`config.mk`:
```
export PLATFORM = sky130hd
export DESIGN_NAME = uart_rx_os
export DESIGN_NICKNAME = d
export VERILOG_FILES = /design/src/rtl/uart_rx_os.sv
export SDC_FILE = /design/constraint.sdc
export NUM_CORES = 1
export LEC_CHECK = 0
export BUFFER_PORTS_ARGS = -buffer_cell sky130_fd_sc_hd__buf_2
export CAP_MARGIN = 20
export CORE_UTILIZATION = 35
export CTS_CLUSTER_DIAMETER = 150
export DETAILED_ROUTE_END_ITERATION = 10
export PLACE_DENSITY = 0.53
export SLEW_MARGIN = 20
export SYNTH_ARGS = -nofsm -noshare
export SYNTH_HDL_FRONTEND = slang
export SYNTH_SLANG_ARGS = --single-unit
```
`constraint.sdc`:
```
create_clock -name clk -period 1.95 [get_ports clk]
set_clock_uncertainty 0.1 [all_clocks]
set_input_delay 0.2925 -clock clk [delete_from_list [all_inputs] [get_ports clk]]
set_output_delay 0.2925 -clock clk [all_outputs]
set_load 0.02 [all_outputs]
```
`src/rtl/uart_rx_os.sv`:
```
// Oversampling UART receiver: 2-flop synchronised rx, 5-9 data bits,
// optional parity, 1-2 stop bits, one-deep holding register.
// Ports: clk, rst_n (async low), rx (serial in, idle high),
//        data/valid/ready (holding register handshake),
//        parity_err, frame_err (per frame), overrun (sticky), busy.
module uart_rx_os #(
   parameter int CLKS_PER_BIT = 16,
   parameter int DATA_BITS    = 8,
   parameter int PARITY       = 0,
   parameter int STOP_BITS    = 1
) (
   input  logic                 clk,
   input  logic                 rst_n,
   input  logic                 rx,
   output logic [DATA_BITS-1:0] data,
   output logic                 valid,
   input  logic                 ready,
   output logic                 parity_err,
   output logic                 frame_err,
   output logic                 overrun,
   output logic                 busy
);

   localparam int CW = $clog2(CLKS_PER_BIT);
   localparam int BW = $clog2(DATA_BITS + 1);
   localparam logic [CW-1:0] HALF = CW'(CLKS_PER_BIT / 2 - 1);
   localparam logic [CW-1:0] FULL = CW'(CLKS_PER_BIT - 1);
   localparam logic [BW-1:0] LAST_D = BW'(DATA_BITS - 1);
   localparam logic [BW-1:0] LAST_S = BW'(STOP_BITS - 1);
   localparam logic PAR_ODD = (PARITY == 1);

   typedef enum logic [2:0] {
      S_IDLE,
      S_START,
      S_DATA,
      S_PARITY,
      S_STOP
   } state_t;

   state_t               state;
   logic                 rx_s1;
   logic                 rx_s2;
   logic                 rx_prev;
   logic [CW-1:0]        cnt;
   logic [BW-1:0]        bcnt;
   logic [DATA_BITS-1:0] shreg;
   logic                 perr_q;
   logic                 ferr_q;
   logic                 mid;
   logic                 done;
   logic                 ferr_fin;
   logic                 take;
   logic                 load;

   assign mid      = (cnt == FULL);
   assign done     = (state == S_STOP) && mid && (bcnt == LAST_S);
   // the last stop sample is folded in combinationally on the completion cycle
   assign ferr_fin = ferr_q | ~rx_s2;
   assign take     = valid & ready;
   assign load     = done & (~valid | ready);
   assign busy     = (state != S_IDLE);

   always_ff @(posedge clk or negedge rst_n) begin
      if (!rst_n) begin
         rx_s1   <= 1'b1;
         rx_s2   <= 1'b1;
         rx_prev <= 1'b1;
      end else begin
         rx_s1   <= rx;
         rx_s2   <= rx_s1;
         rx_prev <= rx_s2;
      end
   end

   always_ff @(posedge clk or negedge rst_n) begin
      if (!rst_n) begin
         state  <= S_IDLE;
         cnt    <= '0;
         bcnt   <= '0;
         shreg  <= '0;
         perr_q <= 1'b0;
         ferr_q <= 1'b0;
      end else begin
         case (state)
            S_IDLE: begin
               if (rx_prev && !rx_s2) begin
                  cnt    <= '0;
                  bcnt   <= '0;
                  perr_q <= 1'b0;
                  ferr_q <= 1'b0;
                  state  <= S_START;
               end
            end
            S_START: begin
               if (cnt == HALF) begin
                  cnt <= '0;
                  // a high line at mid start bit is a glitch, not a frame
                  state <= rx_s2 ? S_IDLE : S_DATA;
               end else begin
                  cnt <= cnt + 1'b1;
               end
            end
            S_DATA: begin
               if (mid) begin
                  cnt   <= '0;
                  shreg <= {rx_s2, shreg[DATA_BITS-1:1]};
                  if (bcnt == LAST_D) begin
                     bcnt  <= '0;
                     state <= (PARITY != 0) ? S_PARITY : S_STOP;
                  end else begin
                     bcnt <= bcnt + 1'b1;
                  end
               end else begin
                  cnt <= cnt + 1'b1;
               end
            end
            S_PARITY: begin
               if (mid) begin
                  cnt    <= '0;
                  perr_q <= ((^shreg) ^ rx_s2) != PAR_ODD;
                  state  <= S_STOP;
               end else begin
                  cnt <= cnt + 1'b1;
               end
            end
            S_STOP: begin
               if (mid) begin
                  cnt <= '0;
                  if (!rx_s2)
                     ferr_q <= 1'b1;
                  if (bcnt == LAST_S) begin
                     bcnt  <= '0;
                     // leave at mid stop bit so an early next start is caught
                     state <= S_IDLE;
                  end else begin
                     bcnt <= bcnt + 1'b1;
                  end
               end else begin
                  cnt <= cnt + 1'b1;
               end
            end
            default: state <= S_IDLE;
         endcase
      end
   end

   always_ff @(posedge clk or negedge rst_n) begin
      if (!rst_n) begin
         data       <= '0;
         valid      <= 1'b0;
         parity_err <= 1'b0;
         frame_err  <= 1'b0;
         overrun    <= 1'b0;
      end else begin
         if (load) begin
            data       <= shreg;
            parity_err <= (PARITY != 0) ? perr_q : 1'b0;
            frame_err  <= ferr_fin;
            valid      <= 1'b1;
         end else if (take) begin
            valid <= 1'b0;
         end
         if (done && !load)
            overrun <= 1'b1;
         else if (take)
            overrun <= 1'b0;
      end
   end

endmodule

```
==> results.ini <==
[synthesis]
post_synth_net_total = 149
synthesis.yosys.warnings = 0
synth.largest_area_cell = dfrtp_1
share_of_the_synthesized_area_in_the_top_cell_type_pct = 47.5
postSynth.topFlopCell = dfrtp_1
synth-seq-cells = 34
netlist_top_cells_area = dfrtp_1, mux2_2, dfstp_2, nand3_1, ha_1
yosysMostFrequentCell = dfrtp_1
synth_commonest_cells = dfrtp_1, mux2_2, nand3_1
postSynth.asyncResetShare_pct = 100
yosysUniqueCellTypes = 46
synthesis.area_mm2 = 0.00163
synth-edff-count = 0
syn-mean-instance-area_um2 = 11.5
post_synthesis_cells = 142
yosysSeqAreaShare_pct = 52.3

[worst_setup_path]
timing_worst_setup_path_type = reg2reg
critical-path-slowest-cell = or4_4
timing.critical_path.from_type = flop
crit_path_frequent_cell = buf_4
critical_path_arrival_ns = 2.08
critical_path_buf_inv_count = 2
crit_family = simple AND/OR/NAND/NOR gates
worstRegToRegCells = 7
critical_path_peak_fanout = 2
setup.worst_path.end_class = flop
path_cells = buf_4 > ha_2 > and4bb_1 > or4_4 > buf_4 > nor2_2 > mux2_4
slowest_delay_ns = 0.49
rrSetupSlack_ns = -0.008
timing.critical_path.required_ns = 2.07
critical_path_depth = 7

[power]
swShare_pct = 27.6
vdd_ir_drop_max_v = 0.000499
total_power_w = 0.00208
clockPowerShare_pct = 37.6
power_leakage_nw = 1.06
cellPowerDensity_mw_per_mm2 = 966
p_int_w = 0.00151
comb_pwr_share_pct = 24.0
seq_power_share_pct = 38.4
netSwitchingPower_w = 0.000575

[hold_path]
hold-path-cell-count = 2
worstHoldPathType = in2reg

[route]
drtIter0Drc = 44
route.detailed.wl_per_inst_um = 14.9
route.antenna.remaining_nets = 0
drc_errors = 0
drt_pass1_iterations = 4
routed_wirelength_um = 3580
post_drt_via_cell_ratio = 5.33
num_vias = 1280

[floorplan]
die_h_um = 70.3
initial_utilization_pct = 37.0
core.rowCount = 24
die_x_um = 70.3
floorplan.core_area_mm2 = 0.00441
design.portCount = 17
design.die.area_mm2 = 0.00494

[timing]
setup_slack_ns = -0.00841
fmax_ghz = 0.511
setup-violations-final = 1
report.final.hold_viol_count = 0
final.period_utilization_pct = 100
timing.slew.headroom_pct = 50.1
worst_slew_pin_slew_ns = 0.749
post-route-min-period_ns = 1.96
totalNegativeSetupSlack_ns = -0.00841
finalMaxSlewViolations = 0
grt_setup_unrepaired = yes

[layout]
n_antenna_cell = 0
area_overhead_vs_synth_pct = 31.9
finish.cell_count_without_fillers = 240
layout.filler_cells = 400
final_layout_size_suffix_gt1_share_pct = 45.2
final_net_count = 194

[placement]
numPlacedInstances = 224
port_buffers = 15
detailed_place_hpwl_um = 2530
place.gp.congestion = 0.772

[clock_tree]
clock_tree.buffer_depth = 2
cts-buffers-inserted = 5
ctsHtreeMaxLevel = 2
cts_tree = done
worst_setup_hold_path_clk_slew_ns = 0.08
clkSinkCount = 34
clockRootBuffer = clkbuf_8
worstSkewPairLatency_ns = 0.29

[run_status]
violations = setup timing
run_status = finished, violations left

[grt]
first_global_vias = 1333
grt_start_max_net_pins = 35
antenna_found_initial = 0
track_usage_pct = 16.4
globalRoute.totalOverflow = 0
global_route_wire_length_before_repair_um = 6220

[job]
max_cap_viol_count = 0

## what timing repair did
action                                  4_1_cts  5_1_grt
endpoints found under the hold margin        26        0
cloned                                        1        0
hold buffers                                  2        0
pin swaps                                     4        3
endpoints found under the setup margin       11       13
gates resized for setup                      12        1
buffers inserted                              3        2
## state kept, by name, indices dropped and copies added, names as in the netlist
| signal | count |
|---|---|
| data | 8 |
| rx_prev | 1 |
| ferr_q | 1 |
| valid | 1 |
| state | 3 |
| bcnt | 4 |
| cnt | 4 |
| shreg | 8 |
| frame_err | 1 |
| rx_s2 | 1 |
| overrun | 1 |
| rx_s1 | 1 |
## per-stage QoR
| step | util [%] | setup WS [ns] | cell area [um^2] | hold slack [ns] |
|---|---|---|---|---|
| finish | 48.8 | -0.00841 | 2150 | 0.0681 |
| global route | 48.8 | -0.0594 | 2150 | 0.0749 |
| CTS | 48.4 | -0.0661 | 2130 | 0.0654 |
| detailed placement | 43.2 | -0.0949 | 1910 | 0.252 |
| global placement | 43.2 | -0.0319 | 1910 | 0.248 |
| floorplan | - | 0.0162 | 1630 | -0.103 |
## power by group through the flow
stage,logic (W),clock network [W],registers [W]
5_1_grt,0.000547,0.000845,0.000807
4_1_cts,0.000498,0.000800,0.000799
6_report,0.000500,0.000782,0.000800
3_3_place_gp,0.000459,0,0.000810
3_5_place_dp,0.000471,0,0.000813
2_1_floorplan,0.000301,0,0.000794
## placed cells by master (no fill, tap or decap), types with 2 or more instances in the layout
cell	n
a211o_1	2
a21oi_1	5
and3_1	2
buf_2	15
buf_4	27
bufinv_16	2
clkbuf_8	5
dfrtp_1	31
dfstp_2	3
dlygate4sd3_1	2
inv_1	2
inv_2	2
mux2_2	17
mux2_4	2
nand2_1	9
nand2b_1	2
nand3_1	10
nor2_1	3
nor3_1	3
o21ai_0	6
o31ai_1	2
or3_1	2
## cell type report
cell class                      count  area (um^2)  area share [%]
Inverter                            4         15.0           0.697
Tap cell                           52         65.1            3.02
Timing Repair Buffer               45          309            14.4
Clock inverter                      3         68.8            3.20
Clock buffer                        5         68.8            3.20
Multi-Input combinational cell     97          772            35.9
Sequential cell                    34          855            39.7
## cells by family (layout without fill, tap and decap cells)
group	after synthesis	count (layout)	share of synthesized area (%)
buffers and inverters	12	57	3.22
adders and majority gates	3	3	2.30
xor gates and xnor gates	1	1	0.536
other	1	1	0.230
DFF	34	34	52.3
and+or+nand+nor	43	44	15.4
muxes	20	20	13.7
AOI/OAI and AO/OA	28	28	12.3
## worst paths after layout
path / from / to
worst max-delay path: bcnt[0] / bcnt[0]
worst min-delay path: ready / overrun
worst max register to register: bcnt[0] / bcnt[0]
worst min register to register: rx_s1 / rx_s2
max in group asynchronous: rst_n / bcnt[0]
min in group asynchronous: rst_n / cnt[1]
## routing by layer
layer	vias up	GRT usage [%]	routed length [um]
met2	18	27.5	1840
met4	0	7.33	62
met3	6	4.91	115
met5	-	0	0
met1	644	19.1	1570
li1	612	-	-
(Power assumes the default switching activity.)
